--- config.mk ---
export PLATFORM = sky130hd
export DESIGN_NAME = acs_sequencer
export DESIGN_NICKNAME = d
export VERILOG_FILES = /design/src/rtl/acs_sequencer.sv
export SDC_FILE = /design/constraint.sdc
export NUM_CORES = 1
export LEC_CHECK = 0
export CORE_UTILIZATION = 30
export DETAILED_ROUTE_END_ITERATION = 8
export SLEW_MARGIN = 20
export SYNTH_ARGS = -nofsm -noshare
export SYNTH_HDL_FRONTEND = slang
export SYNTH_SLANG_ARGS = --single-unit
--- constraint.sdc ---
create_clock -name i_clk -period 3.8 [get_ports i_clk]
set_input_delay 0.57 -clock i_clk [delete_from_list [all_inputs] [get_ports i_clk]]
set_output_delay 0.57 -clock i_clk [all_outputs]
set_load 0.005 [all_outputs]
--- src/rtl/acs_sequencer.sv ---
// Frame controller for a 4-state Viterbi add-compare-select array: registers and
// normalizes path metrics, streams survivor decisions to memory and reports the best end state.
module acs_sequencer #(
  parameter int PM_W    = 4,
  parameter int ADDR_W  = 5,
  parameter int PM_INIT = 4
) (
  input  logic              i_clk,
  input  logic              i_rst_n,
  input  logic              i_start,
  input  logic [ADDR_W-1:0] i_frame_len,
  input  logic              i_abort,
  input  logic              i_bm_valid,
  output logic              o_bm_ready,
  input  logic [PM_W-1:0]   i_acs_pm_0,
  input  logic [PM_W-1:0]   i_acs_pm_1,
  input  logic [PM_W-1:0]   i_acs_pm_2,
  input  logic [PM_W-1:0]   i_acs_pm_3,
  input  logic [3:0]        i_acs_dec,
  output logic [PM_W-1:0]   o_pm_0,
  output logic [PM_W-1:0]   o_pm_1,
  output logic [PM_W-1:0]   o_pm_2,
  output logic [PM_W-1:0]   o_pm_3,
  output logic              o_sm_we,
  output logic [ADDR_W-1:0] o_sm_addr,
  output logic [3:0]        o_sm_data,
  output logic              o_busy,
  output logic              o_done,
  input  logic              i_done_ack,
  output logic [1:0]        o_best_state,
  output logic [PM_W-1:0]   o_best_pm
);

  typedef enum logic [2:0] {
    ST_IDLE,
    ST_INIT,
    ST_RUN,
    ST_FIND,
    ST_DONE
  } state_t;

  state_t                      state, state_nxt;
  logic   [ADDR_W-1:0]         len_q;
  logic   [ADDR_W-1:0]         cnt_q;
  logic   [3:0][PM_W-1:0]      pm_q;
  logic   [3:0][PM_W-1:0]      acs_pm;
  logic   [3:0][PM_W-1:0]      pm_norm;
  logic                        all_msb;
  logic                        accept;
  logic                        last_sym;
  logic   [1:0]                min_idx;
  logic   [PM_W-1:0]           min_val;
  logic   [1:0]                best_state_q;
  logic   [PM_W-1:0]           best_pm_q;

  assign acs_pm   = {i_acs_pm_3, i_acs_pm_2, i_acs_pm_1, i_acs_pm_0};
  assign last_sym = (cnt_q == len_q - ADDR_W'(1));

  // Metrics only ever drift upward; when every state has crossed the half-range
  // point, subtracting that half from all of them keeps the differences intact.
  assign all_msb = acs_pm[0][PM_W-1] & acs_pm[1][PM_W-1] &
                   acs_pm[2][PM_W-1] & acs_pm[3][PM_W-1];

  always_comb begin
    for (int i = 0; i < 4; i++) begin
      pm_norm[i] = acs_pm[i];
      if (all_msb) pm_norm[i][PM_W-1] = 1'b0;
    end
  end

  // Strict less-than keeps ties on the lowest-numbered state.
  always_comb begin
    min_idx = 2'd0;
    min_val = pm_q[0];
    for (int i = 1; i < 4; i++) begin
      if (pm_q[i] < min_val) begin
        min_idx = 2'(i);
        min_val = pm_q[i];
      end
    end
  end

  // NOTE: state registers use non-blocking assignments so every flop samples
  // the pre-edge value of every other flop, independent of process ordering.
  always_ff @(posedge i_clk) begin
    if (!i_rst_n) state <= ST_IDLE;
    else          state <= state_nxt;
  end

  // NOTE: every signal written here gets a default first; a path that leaves
  // one unassigned would infer a latch.
  always_comb begin
    state_nxt  = state;
    o_bm_ready = 1'b0;
    accept     = 1'b0;
    unique case (state)
      ST_IDLE: if (i_start) state_nxt = ST_INIT;
      ST_INIT: begin
        if (i_abort)           state_nxt = ST_IDLE;
        else if (len_q != '0)  state_nxt = ST_RUN;
        else                   state_nxt = ST_FIND;
      end
      ST_RUN: begin
        o_bm_ready = 1'b1;
        if (i_abort) begin
          state_nxt = ST_IDLE;
        end else if (i_bm_valid) begin
          accept = 1'b1;
          if (last_sym) state_nxt = ST_FIND;
        end
      end
      ST_FIND: state_nxt = i_abort ? ST_IDLE : ST_DONE;
      ST_DONE: if (i_done_ack) state_nxt = ST_IDLE;
      default: state_nxt = ST_IDLE;
    endcase
    // Handshake outputs must be quiet while reset is held, whatever the state.
    if (!i_rst_n) begin
      o_bm_ready = 1'b0;
      accept     = 1'b0;
    end
  end

  always_ff @(posedge i_clk) begin
    if (!i_rst_n) begin
      len_q        <= '0;
      cnt_q        <= '0;
      pm_q         <= '0;
      best_state_q <= '0;
      best_pm_q    <= '0;
    end else begin
      unique case (state)
        ST_IDLE: if (i_start) len_q <= i_frame_len;
        ST_INIT: begin
          pm_q[0] <= '0;
          pm_q[1] <= PM_W'(PM_INIT);
          pm_q[2] <= PM_W'(PM_INIT);
          pm_q[3] <= PM_W'(PM_INIT);
          cnt_q   <= '0;
        end
        ST_RUN: begin
          if (accept) begin
            pm_q  <= pm_norm;
            cnt_q <= cnt_q + ADDR_W'(1);
          end
        end
        ST_FIND: begin
          if (!i_abort) begin
            best_state_q <= min_idx;
            best_pm_q    <= min_val;
          end
        end
        default: ;
      endcase
    end
  end

  assign o_sm_we      = accept;
  assign o_sm_addr    = cnt_q;
  assign o_sm_data    = i_acs_dec;
  assign o_busy       = (state != ST_IDLE);
  assign o_done       = (state == ST_DONE);
  assign o_pm_0       = pm_q[0];
  assign o_pm_1       = pm_q[1];
  assign o_pm_2       = pm_q[2];
  assign o_pm_3       = pm_q[3];
  assign o_best_state = best_state_q;
  assign o_best_pm    = best_pm_q;

endmodule

==> results of run 1 <==
-- cell type report --
class | count | area [sq um] | share of cell area, %
Sequential cell | 35 | 700.7 | 25.49
Tap cell | 77 | 96.34 | 3.505
Multi-Input combinational cell | 179 | 1211 | 44.06
Clock buffer | 6 | 72.57 | 2.640
Timing Repair Buffer | 64 | 623.1 | 22.67
Inverter | 12 | 45.04 | 1.639
-- power groups by stage --
stage	clock network (mW)	logic [mW]	registers (mW)
6_report	0.249	0.173	0.390
5_1_grt	0.267	0.190	0.392
4_1_cts	0.254	0.161	0.390
3_5_place_dp	0	0.160	0.398
3_3_place_gp	0	0.156	0.398
2_1_floorplan	0	0.102	0.393
-- worst max-delay path by stage --
| stage | cells past startpoint | slack, ns | startpoint | to |
|---|---|---|---|---|
| 2_1_floorplan | 18 | 0.15 | o_pm_0[3]$_SDFFE_PN0P_ | o_best_pm[1]$_SDFFE_PN0P_ |
| 3_3_place_gp | 18 | 0.18 | o_pm_0[3]$_SDFFE_PN0P_ | o_best_pm[1]$_SDFFE_PN0P_ |
| 3_5_place_dp | 18 | -0.03 | o_pm_0[1]$_SDFFE_PN0P_ | o_best_pm[1]$_SDFFE_PN0P_ |
| 4_1_cts | 19 | 0.01 | o_pm_0[1]$_SDFFE_PN0P_ | o_best_pm[1]$_SDFFE_PN0P_ |
| 5_1_grt | 19 | -0.006 | o_pm_0[1]$_SDFFE_PN0P_ | o_best_pm[1]$_SDFFE_PN0P_ |
| 6_report | 19 | 0.18 | o_pm_0[1]$_SDFFE_PN0P_ | o_best_pm[1]$_SDFFE_PN0P_ |
-- synthesized netlist by cell type, types with 3 or more instances --
cell                        n
sky130_fd_sc_hd__a21oi_1   22
sky130_fd_sc_hd__a31oi_1    7
sky130_fd_sc_hd__buf_2      7
sky130_fd_sc_hd__buf_4      5
sky130_fd_sc_hd__dfxtp_1   35
sky130_fd_sc_hd__ha_1      13
sky130_fd_sc_hd__inv_1     11
sky130_fd_sc_hd__mux2i_1    8
sky130_fd_sc_hd__nand2_1   23
sky130_fd_sc_hd__nand2b_1   6
sky130_fd_sc_hd__nand3_1   14
sky130_fd_sc_hd__nor2_1    23
sky130_fd_sc_hd__nor3_1     8
sky130_fd_sc_hd__o211ai_1   3
sky130_fd_sc_hd__o21ai_0    5
sky130_fd_sc_hd__or3_1      4
sky130_fd_sc_hd__xor2_1     7
-- state kept, by name, summed over array words and instances (netlist names) --
name / count
len_q: 5
o_sm_addr: 5
o_best_pm: 4
o_pm_0: 4
o_pm_1: 4
o_pm_2: 4
o_pm_3: 4
state: 3
o_best_state: 2
-- cells by family after synthesis --
family                   share of synthesized area (%)
multiplexers                                     5.128
adder cells (fa/ha/maj)                          8.130
AND/OR/NAND/NOR                                  23.01
XOR/XNOR                                         3.940
buffers and inverters                            6.691
AO/OA/AOI/OAI                                    18.07
flip-flops                                       35.02
-- through the flow --
stage / util, % / setup TNS [ns] / cells
after global routing: 43.04 / -0.006429 / 373
after global placement: 40.85 / 0 / 364
after CTS: 41.99 / 0 / 370
final: 43.04 / 0 / 373
after floorplan: - / 0 / 242
after detailed placement: 40.85 / -0.05427 / 364
-- worst max-delay path, delay by kind of cell (launching register included) --
| kind | cells | cell delay [ns] |
|---|---|---|
| AO/OA/AOI/OAI | 8 | 0.99 |
| adder cells (fa/ha/maj) | 3 | 0.76 |
| buffers and inverters | 4 | 0.39 |
| flip-flops | 1 | 0.38 |
| multiplexers | 2 | 0.62 |
| AND/OR/NAND/NOR | 2 | 0.35 |
-- what timing repair did --
item | in CTS | in global routing
gates resized for setup | 1 | 10
setup endpoints to repair | 2 | 6
setup buffers | 0 | 3
pin swaps | 0 | 0
-- routing by layer --
| metal | share of wire (%) | routed length [um] | track usage [%] | vias up |
|---|---|---|---|---|
| met2 | 47 | 2435 | 24.69 | 56 |
| met1 | 47 | 2448 | 19.24 | 855 |
| met3 | 6.1 | 318 | 3.858 | 2 |
| met4 | 0.54 | 28 | 5.701 | 0 |
| met5 | 0 | 0 | 0 | - |
| li1 | - | - | - | 959 |
==> results.md, run 1 <==
- The run finished with clean final reports.
- The maximum frequency from static timing analysis is between 200 and 300 MHz.
- The fraction of power spent switching nets is between 20% and 30%.
- The number of buffers on the longest clock path is 2.
- The share of cells above drive strength 1 is 10.14%.
- The post-synthesis cell area is between 2000 and 2500 sq um.
- The peak ir drop on the vdd network is 0.1663 mV.
- In this run the tightest slew margin relative to its limit is 45.47%.
- The net switching power is roughly 0.22 mW.
- The final non-filler cell area is 2749 sq um.
- The worst hold path passes through 2 cells.
- During synthesis, Yosys emitted a total of 0 warnings.
- Clock-pin slew was measured on the worst setup and hold paths at approximately 0.060 ns.
- The final setup violation count is 0.
- The worst clock skew is between 0.007 and 0.008 ns.
- The average size of a mapped cell is 8.267 sq um.
- In this run the critical register-to-register path is launched from o_pm_0[1]$_SDFFE_PN0P_.
- Across all hold checks on the routed design, the worst slack comes to 0.4802 ns.
- The tree is rooted in a sky130_fd_sc_hd__clkbuf_8.
- For hold timing, the worst endpoint is o_pm_2[0]$_SDFFE_PN0P_.
- The initial antenna violation count is 0.
- The count of H-tree levels built during CTS is 2.
- The worst register-to-register path has a depth of 19.
- The commonest non-fill, non-tap cell in the layout is sky130_fd_sc_hd__clkdlybuf4s50_1.
- In the post-synthesis netlist, the biggest area contributors are sky130_fd_sc_hd__dfxtp_1 35%, sky130_fd_sc_hd__ha_1 8.1%, sky130_fd_sc_hd__a21oi_1 5.5%.
- The first routing iteration left 74 violations.
- The setup slack of the most critical reg-to-reg path is 0.18 ns.
- The leading register cell type out of synthesis is sky130_fd_sc_hd__dfxtp_1.
- The final count of pins violating max slew is 0.
- The wire-length estimate of the detail-placed layout is roughly 3900 um.
- The cell taking the most area after synthesis is sky130_fd_sc_hd__dfxtp_1.
- The capturing point of the worst reg2reg path is o_best_pm[1]$_SDFFE_PN0P_.
- Leaving out fill and tap cells, the most frequent cells in the layout are 57 x sky130_fd_sc_hd__clkdlybuf4s50_1, 35 x sky130_fd_sc_hd__dfxtp_1, 23 x sky130_fd_sc_hd__nand2_1, 23 x sky130_fd_sc_hd__nor2_1, 20 x sky130_fd_sc_hd__a21oi_1.
- The overall power is 0.8124 mW.
- The cell area power density is 295.5 nW/um^2.
- The worst setup timing slack at the placement stage is -0.03099 ns.
- In this run the vertical extent of the chip is 83.67 um.
- The slowest library cell on the worst path is sky130_fd_sc_hd__dfxtp_1.
- The largest stage delay on the critical path is 0.38 ns.
- The count of flip-flops with a built-in enable after synthesis is 0.
- The final critical delay including setup and external delays is 3.618 ns.
- The slew at the pin closest to its max-slew limit is 0.8149 ns.
- The diode insertion count for antenna repair is 0.
- Registers are responsible for 48.1% of the overall power.
- The remaining global-route overflow is 0.
- Summed over all layers, the routed wires come to 5232 um.
- The via count of the first global-routing pass is around 1.8k.
- Counting flops with an async set or reset pin after synthesis yields a share of 0%.
- The filler cells instantiated in the layout total about 650.
- Counting every sink on the clock net gives 35.
- The share of total power dissipated in the clock network is 30.6%.
- The routed wirelength normalized by instance count is 14.03 um.
- The startpoint identified for the worst hold timing path is o_pm_2[0]$_SDFFE_PN0P_.
- The horizontal die dimension is between 80 and 90 um.
- The later pin in the worst-skew pair is clocked with a latency of 0.28 ns.
- The region available for standard cell placement spans 6386 sq um.
- The number of different library cells used by synthesis comes to 49.
- For this design the top-level I/O count stands at 66.
- Internal power comes to about 0.59 mW.
- The number of nets in the finished design is 341.
- STA classifies the critical path endpoint as a flip-flop.
- Routability-driven placement finished with a final weighted congestion of 0.8485.
- The kind of launch point of the worst setup path is a flip-flop.
- The die covers 7000 sq um.
- The number of detailed-routing iterations run before antenna repair is 6.
- The number of hold buffers added after CTS was 0.
- Combinational logic is responsible for 21.3% of the overall power.
- After synthesis the netlist holds a flip-flop and latch count of 35.
- The number of buffer cells added on primary ports is 57.
- The first global-routing pass estimated 8638 um of wire.
- The TritonCTS clock tree is yes.
- The global-route usage over all layers is around 15%.
- The signal on the critical path passes through inv_1, ha_1, a21oi_1, o21ai_2, buf_4, mux2_2, inv_1, ha_1, a21oi_2, buf_4, o211a_1, nor2_4, mux2i_1, ha_2, o211ai_1, and2_4, a31oi_4, o221ai_1, a31oi_1.
- Summing all placed instances gives a cell area of about 2600 sq um.
- In the routed design, unresolved DRC markers number 0.
- The number of antenna-violating nets in the routed design is 0.
- For the worst setup path, the data required time is 3.94 ns.
- The largest fanout on the critical path is 6.
- The path class of the tightest hold or removal check is flip-flop to flip-flop.
- The final worst-path cycle share is 95.22%.
- The setup slack of the critical path after layout is 0.1818 ns.
- TritonCTS created 5 clock buffers.
- In this run the static leakage power is 1.004 nW.
- The synthesized design devotes to its leading area cell type 35.02% of total area.
- The floorplan has 29 rows.
- The net count after synthesis is between 200 and 300.
- The number of hold violations in the final report came to 0.
- The relative area change from synthesis to final layout is 37.40%.
- The overall via count from detail_route is 1872.
- The post-synthesis sequential area ratio is 35.02%.
- Data arrives at the worst endpoint at 3.75 ns.
- The cell count after synthesis came out at 242.
- The pin count of the biggest net entering global routing is 29.
- In the routed layout, each cell is associated on average with a via count of approximately 5.
- The initial cell density of the core is 31.33%.
- The max-capacitance violation count is 0.
- The startpoint-to-endpoint class of the critical path is flip-flop to flip-flop.
Note: power is estimated with default switching activity, not from simulation.
==> run 2: changes to the inputs <==
Settings changed: CORE_UTILIZATION 30 to 40, PLACE_DENSITY from default to 0.74, TNS_END_PERCENT from default to 1.
==> results.md, run 2 (same netlist as run 1, synthesis figures left out) <==
- The largest stage delay on the critical path is 0.37 ns (about the same).
- The utilization after layout is 58.05% (+15 points).
- The final worst-path cycle share is 93.44% (-1.8 points).
- The share of cells above drive strength 1 came to 11.11% (+0.98 points).
- The slew at the pin closest to its max-slew limit was 0.8640 ns (+0.04913 ns).
- The run finished with clean final reports.
- The detailed-placement wirelength estimate was 3566 um (-9.3%).
- The highest metal layer with signal wires is met4.
- The number of nets in the finished design is 340 (-0.29%).
- The weighted congestion reported at the end of routability-driven placement is 0.8480 (about the same).
- The final count of pins violating max slew was 0 (unchanged).
- The data arrival time at the worst-slack endpoint came to 3.77 ns (+0.02 ns).
- The worst register-to-register path begins at o_pm_0[3]$_SDFFE_PN0P_.
- The initial cell density of the core is 42.08% (+11 points).
- The via count of the first global-routing pass was 1754 (-3.9%).
- The total clock buffers created by CTS is 5 (unchanged).
- The number of hold violations in the final report is 0 (unchanged).
- The global-route wire length before repair is 7997 um (-7.4%).
- The count of H-tree levels built during CTS is 2 (unchanged).
- The setup path with the least slack is of type flip-flop to flip-flop.
- The capturing point of the worst reg2reg path is o_best_pm[2]$_SDFFE_PN0P_.
- The critical path endpoint category is a flip-flop.
- The library cells used most frequently in the layout, excluding fill and tap cells, are 57 x sky130_fd_sc_hd__clkdlybuf4s50_1, 33 x sky130_fd_sc_hd__dfxtp_1, 23 x sky130_fd_sc_hd__nand2_1, 23 x sky130_fd_sc_hd__nor2_1, 20 x sky130_fd_sc_hd__a21oi_1.
- The tree is rooted in a sky130_fd_sc_hd__clkbuf_8.
- The DRC marker count from the first detailed-route iteration came to 67 (-9.5%).
- The cell area power density is 311.7 nW/um^2 (+5.5%).
- The slowest library cell on the worst path is sky130_fd_sc_hd__mux2_2.
- The setup slack of the most critical reg-to-reg path came to 0.25 ns (+0.07 ns).
- The overall via count from detail_route is 1876 (+0.21%).
- The routed wirelength normalized by instance count came to 13.61 um (-3.0%).
- Compared with the post-synthesis result, the final layout area differs by 37.96%.
- The standard cell core area is 4755 sq um (-26%).
- The non-filler instance count after layout is 364 (-2.4%).
- The final non-filler cell area is 2760 sq um (+0.41%).
- The worst max-slew margin expressed relative to the limit is 42.19% (-3.3 points).
- The count of placed standard cells including taps came to 354 (-2.7%).
- The final setup violation count is 0 (unchanged).
- The data required time of the critical path was 4.02 ns (+0.08 ns).
- The die footprint was 5288 sq um (-24%).
- Traced cell by cell, the critical path runs through inv_1, ha_4, nand2_1, o21ai_2, mux2_2, inv_1, ha_1, a21oi_2, o21a_1, a21boi_4, nor2_4, mux2i_2, ha_2, o211ai_1, and2_1, a31oi_4, o221ai_1, a31oi_1.
- STA classifies the critical path startpoint as a flip-flop.
- The max-capacitance violation count is 0 (unchanged).
- The clock latency on the worst-skew pair came to 0.29 ns (about the same).
- The min-delay analysis places its worst path in the category flip-flop to flip-flop.
- The worst clock skew is 0.007303 ns (+0.00001973 ns).
- The terminating pin of the worst hold path is o_pm_0[2]$_SDFFE_PN0P_.
- The clock sink count is 35 (unchanged).
- The post-detailed-placement cell area is 2596 sq um (-0.48%).
- The initial antenna violation count is 0 (unchanged).
- The leakage dissipation is 1.010 nW (+0.54%).
- The number of buffer cells added on primary ports is 57 (unchanged).
- The wire length on met2 is 2369 um (-2.7%).
- The number of antenna-violating nets in the routed design is 0 (unchanged).
- The startpoint of the most critical hold path is o_pm_0[2]$_SDFFE_PN0P_.
- The number of rows created at floorplan is 25 (-14%).
- The final critical delay including setup and external delays is 3.551 ns (-0.06733 ns).
- The average vias per placed instance is 5.154 (+2.7%).
- The wire length the detailed router placed on met1 is 2309 um (-5.7%).
- The top-level port count is 66 (unchanged).
- The largest fanout on the critical path is 7 (+1).
- The residual DRC count is 0 (unchanged).
- The routed wire length is 4954 um (-5.3%).
- The peak ir drop on the vdd network is 0.1102 mV (-34%).
- The commonest non-fill, non-tap cell in the layout is sky130_fd_sc_hd__clkdlybuf4s50_1.
- The most numerous cell type found on the critical path is sky130_fd_sc_hd__inv_1.
- The global-route usage over all layers was 19.75% (+4.6 points).
- The setup slack of the critical path after layout is 0.2491 ns (+0.06733 ns).
- TritonCTS built the clock tree.
- The number of buffers on the longest clock path is 2 (unchanged).
- The hold buffer count at cts was 0 (unchanged).
- The smallest hold slack came to 0.4823 ns (+0.002130 ns).
- The pin count of the biggest net entering global routing was 29 (unchanged).
- The chip height was 72.72 um (-13%).
- The diode insertion count for antenna repair is 0 (unchanged).
- The horizontal die dimension came to 72.72 um (-13%).
- The remaining global-route overflow is 0 (unchanged).
- The maximum frequency from static timing analysis is 281.6 MHz (+1.9%).
- The clock edge transition at the registers on the reported setup and hold paths is 0.07 ns (about the same).
- The hold-critical path depth is 2 (unchanged).
- The worst setup timing slack at the placement stage came to -0.06081 ns (-0.02981 ns).
- The number of cells on the worst reg-to-reg path was 18 (-1).
- The wire length on met3 is 221 um (-31%).
- The number of detailed-routing iterations run before antenna repair is 4 (-2).
-- run 2: worst max path at each step --
| stage | startpoint | endpoint | slack, ns | cells past startpoint |
|---|---|---|---|---|
| 4_1_cts | o_pm_0[3]$_SDFFE_PN0P_ | o_best_pm[2]$_SDFFE_PN0P_ | 0.002 | 18 |
| 2_1_floorplan | o_pm_0[3]$_SDFFE_PN0P_ | o_best_pm[1]$_SDFFE_PN0P_ | 0.15 | 18 |
| 6_report | o_pm_0[3]$_SDFFE_PN0P_ | o_best_pm[2]$_SDFFE_PN0P_ | 0.25 | 18 |
| 3_5_place_dp | o_pm_0[3]$_SDFFE_PN0P_ | o_best_pm[2]$_SDFFE_PN0P_ | -0.06 | 18 |
| 5_1_grt | o_pm_1[1]$_SDFFE_PN0P_ | o_best_pm[2]$_SDFFE_PN0P_ | -0.02 | 17 |
| 3_3_place_gp | o_pm_0[3]$_SDFFE_PN0P_ | o_best_pm[2]$_SDFFE_PN0P_ | 0.09 | 18 |
-- run 2: stage by stage --
stage / TNS, ns / total power [mW]
after global placement: 0 / 0.5517
after floorplan: 0 / 0.4954
final: 0 / 0.8604
after detailed placement: -0.1100 / 0.5549
after CTS: 0 / 0.8568
after global routing: -0.01582 / 0.8968
-- run 2: worst max-delay path: cells and delay by family, from the launching register on --
kind	cells	cell delay [ns]
AOI/OAI and AO/OA	8	1.31
adders and majority gates	3	0.85
buffers and inverters	2	0.13
DFF	1	0.35
muxes	2	0.53
and+or+nand+nor	3	0.33
-- run 2: final cells by class --
type | count | area, sq um
inverters | 12 | 45.04
multi-input cells | 179 | 1212
clock buffers | 8 | 100.1
repair buffers | 63 | 615.6
fillers | 438 | 1994
flip-flops and latches | 35 | 703.2
well taps | 67 | 83.83
-- run 2: layer usage --
metal / GRT usage, % / vias up
li1: - / 960
met1: 24.72 / 865
met2: 32.61 / 45
met3: 4.558 / 6
met4: 8.279 / 0
met5: 0 / -
-- run 2: power by group --
group | leakage, nW | internal, mW | switching, mW
logic | 0.673 | 0.0876 | 0.0815
clock network | 0.0515 | 0.166 | 0.137
registers | 0.285 | 0.377 | 0.0122
-- run 2: what timing repair did --
action | 4_1_cts | 5_1_grt
setup endpoints to repair | 3 | 6
gates cloned | 0 | 0
gates resized for setup | 1 | 12
pin swaps | 0 | 1
setup buffers | 0 | 2
==> run 3: changes to the inputs <==
Settings changed: CORE_UTILIZATION 40 to 25, DONT_BUFFER_PORTS from default to 1, PLACE_DENSITY 0.74 to default.
==> results.md, run 3 (same netlist as run 1, synthesis figures left out) <==
- The flow ran to the end, and the final reports show no timing, DRC or antenna violations.
- The largest fanout on the critical path came to 7 (unchanged).
- The overall power was 0.7914 mW (-8.0%).
- The pin count of the biggest net entering global routing is 29 (unchanged).
- The count of H-tree levels built during CTS is 2 (unchanged).
- The count of filler cells inserted in the layout was 826 (+89%).
- The number of post-CTS setup repair buffers is 0 (unchanged).
- The number of hold violations in the final report is 0 (unchanged).
- The hold buffer count at cts is 0 (unchanged).
- The leakage dissipation is 0.8114 nW (-20%).
- The number of rows created at floorplan is 32 (+28%).
- For this design, the slowest cell found on the critical path is sky130_fd_sc_hd__mux2_2.
- The total negative slack for setup checks is 0 ns (unchanged).
- The clock latency on the worst-skew pair is 0.28 ns (about the same).
- The number of nets in the finished design is 285 (-16%).
- The worst hold path belongs to the class input pin to flip-flop.
- The data required time of the critical path is 4.02 ns (about the same).
- The via count of the first global-routing pass was 1625 (-7.4%).
- The global-route usage over all layers came to 13.33% (-6.4 points).
- The data arrival time at the worst-slack endpoint is 3.76 ns (about the same).
- The average vias per placed instance is 4.991 (-3.2%).
- The routed wirelength normalized by instance count is 15.57 um (+14%).
- The routed wire length is 5340 um (+7.8%).
- The initial cell density of the core is 25.89% (-16 points).
- The total clock buffers created by CTS was 5 (unchanged).
- The top cell types in the final layout, fill and taps aside, are 35 x sky130_fd_sc_hd__dfxtp_1, 23 x sky130_fd_sc_hd__nand2_1, 23 x sky130_fd_sc_hd__nor2_1.
- Setup repair after global routing left no endpoint under its margin.
- The initial antenna violation count came to 0 (unchanged).
- The fraction of power consumed by combinational cells was 15.8% (-3.9 points).
- The worst setup path is of the flip-flop to flip-flop kind.
- The net switching power is 0.2192 mW (-4.9%).
- The global-route wire length before repair is 8556 um (+7.0%).
- The relative area change from synthesis to final layout is 11.76%.
- The number of antenna-violating nets in the routed design is 0 (unchanged).
- The max-capacitance violation count is 0 (unchanged).
- The total internal power is 0.5722 mW (-9.2%).
- The share of cells above drive strength 1 is 14.11% (+3.0 points).
- The number of buffers on the longest clock path is 2 (unchanged).
- The DRC marker count from the first detailed-route iteration is 70 (+4.5%).
- The final critical delay including setup and external delays was 3.546 ns (-0.005252 ns).
- The non-filler instance count after layout came to 343 (-5.8%).
- The final setup violation count is 0 (unchanged).
- TritonCTS built the clock tree.
- The standard cell core area was 7727 sq um (+63%).
- The peak ir drop on the vdd network was 0.1056 mV (-4.1%).
- The top-level port count is 66 (unchanged).
- The portion of total power attributed to the clock network is 34.8% (-0.3 points).
- The residual DRC count was 0 (unchanged).
- The clock sink count is 35 (unchanged).
- The chip height is 91.46 um (+26%).
- The smallest hold slack is 0.3661 ns (-0.1163 ns).
- The weighted congestion reported at the end of routability-driven placement was 0.8035 (-5.2%).
- The cell area power density is 353.9 nW/um^2 (+14%).
- The detailed-placement wirelength estimate is 4080 um (+14%).
- The largest stage delay on the critical path is 0.37 ns (about the same).
- The maximum frequency from static timing analysis is 282.0 MHz (+0.15%).
- The fraction of power spent switching nets is 27.70% (+0.91 points).
- The number of buffer cells added on primary ports is 0 (-100%).
- The final count of pins violating max slew came to 0 (unchanged).
- The clock edge transition at the registers on the reported setup and hold paths came to 0.07 ns (about the same).
- STA classifies the critical path endpoint as a flip-flop.
- The horizontal die dimension is 91.46 um (+26%).
- The final worst-path cycle share is 93.31% (-0.14 points).
- The worst setup path is launched from a flip-flop.
- The commonest non-fill, non-tap cell in the layout is sky130_fd_sc_hd__dfxtp_1.
- The slew at the pin closest to its max-slew limit was 0.8493 ns (-0.01466 ns).
- The number of detailed-routing iterations run before antenna repair was 4 (unchanged).
- The root buffer cell chosen for the clock tree is sky130_fd_sc_hd__clkbuf_8.
- The register share of total power was 49.3% (+4.1 points).
- The die footprint came to 8364 sq um (+58%).
- The diode insertion count for antenna repair is 0 (unchanged).
- The count of placed standard cells including taps is 336 (-5.1%).
- The worst max-slew margin expressed relative to the limit is 43.17% (+0.98 points).
- The worst clock skew came to 0.005261 ns (-0.002042 ns).
- The remaining global-route overflow came to 0 (unchanged).
- The critical path goes through inv_1, ha_1, nand2_1, o21ai_2, mux2_2, inv_1, ha_1, a21oi_2, o21a_1, a21boi_4, nor2_4, mux2i_2, ha_2, o211ai_1, and2_4, a31oi_4, o221ai_1, a31oi_1.
- The overall via count from detail_route was 1712 (-8.7%).
run 3: changes by cell type in the layout (fill, tap and decap cells not counted), moves of 2 or more:
| cell | previous run | this run |
|---|---|---|
| sky130_fd_sc_hd__buf_4 | 6 | 8 |
| sky130_fd_sc_hd__clkdlybuf4s50_1 | 57 | 0 |
| sky130_fd_sc_hd__dfxtp_1 | 33 | 35 |
| sky130_fd_sc_hd__dfxtp_2 | 2 | 0 |
run 3: layout make-up:
type	instances	area [sq um]	share of cell area [%]
multi-input combinational	179	1215	54.34
sequential	35	700.7	31.34
tap	102	127.6	5.708
clock buffer	6	82.58	3.693
timing repair buffer	8	60.06	2.686
inverter	12	45.04	2.015
clock inverter	1	5.005	0.2238
run 3: what timing repair did:
item                       CTS  global route
setup endpoints to repair    3             6
resized for setup            1            11
hold endpoints to repair     0             0
pin swaps                    0             2
run 3: per-layer routing:
layer	GRT usage [%]	share of wire (%)	up-vias
li1	-	-	847
met5	0	0	-
met4	5.556	2.3	0
met2	21.74	46	45
met1	14.74	41	810
met3	6.449	11	10
run 3: worst max-delay path, delay by kind of cell, from the launching register on:
kind                     cells  cell delay [ns]
multiplexers                 2             0.53
AO/OA/AOI/OAI                8             1.34
buffers and inverters        2             0.10
flip-flops                   1             0.33
AND/OR/NAND/NOR              3             0.31
adder cells (fa/ha/maj)      3             0.86
run 3: final timing paths:
kind,endpoint,slack (ns),cells after the start,start
setup / recovery,o_best_pm[1]$_SDFFE_PN0P_,0.25,18,o_pm_0[2]$_SDFFE_PN0P_
hold / removal,state[1]$_SDFFE_PN0P_,0.37,1,i_abort
setup reg to reg,o_best_pm[1]$_SDFFE_PN0P_,0.25,18,o_pm_0[2]$_SDFFE_PN0P_
hold reg to reg,o_pm_2[0]$_SDFFE_PN0P_,0.49,2,o_pm_2[0]$_SDFFE_PN0P_
run 3: power by group through the flow:
stage | combinational [mW] | sequential [mW] | clock [mW]
3_5_place_dp | 0.119 | 0.399 | 0
4_1_cts | 0.119 | 0.391 | 0.287
5_1_grt | 0.140 | 0.392 | 0.304
2_1_floorplan | 0.102 | 0.393 | 0
6_report | 0.125 | 0.390 | 0.276
3_3_place_gp | 0.114 | 0.399 | 0
run 3: per-stage QoR:
stage / instance area, sq um / setup slack [ns] / utilization [%]
after floorplan: 2001 / 0.1529 / -
after global routing: 2236 / 0.02027 / 28.93
after CTS: 2187 / 0.01153 / 28.30
after global placement: 2100 / 0.1630 / 27.17
after detailed placement: 2100 / -0.07045 / 27.17
final: 2236 / 0.2543 / 28.93
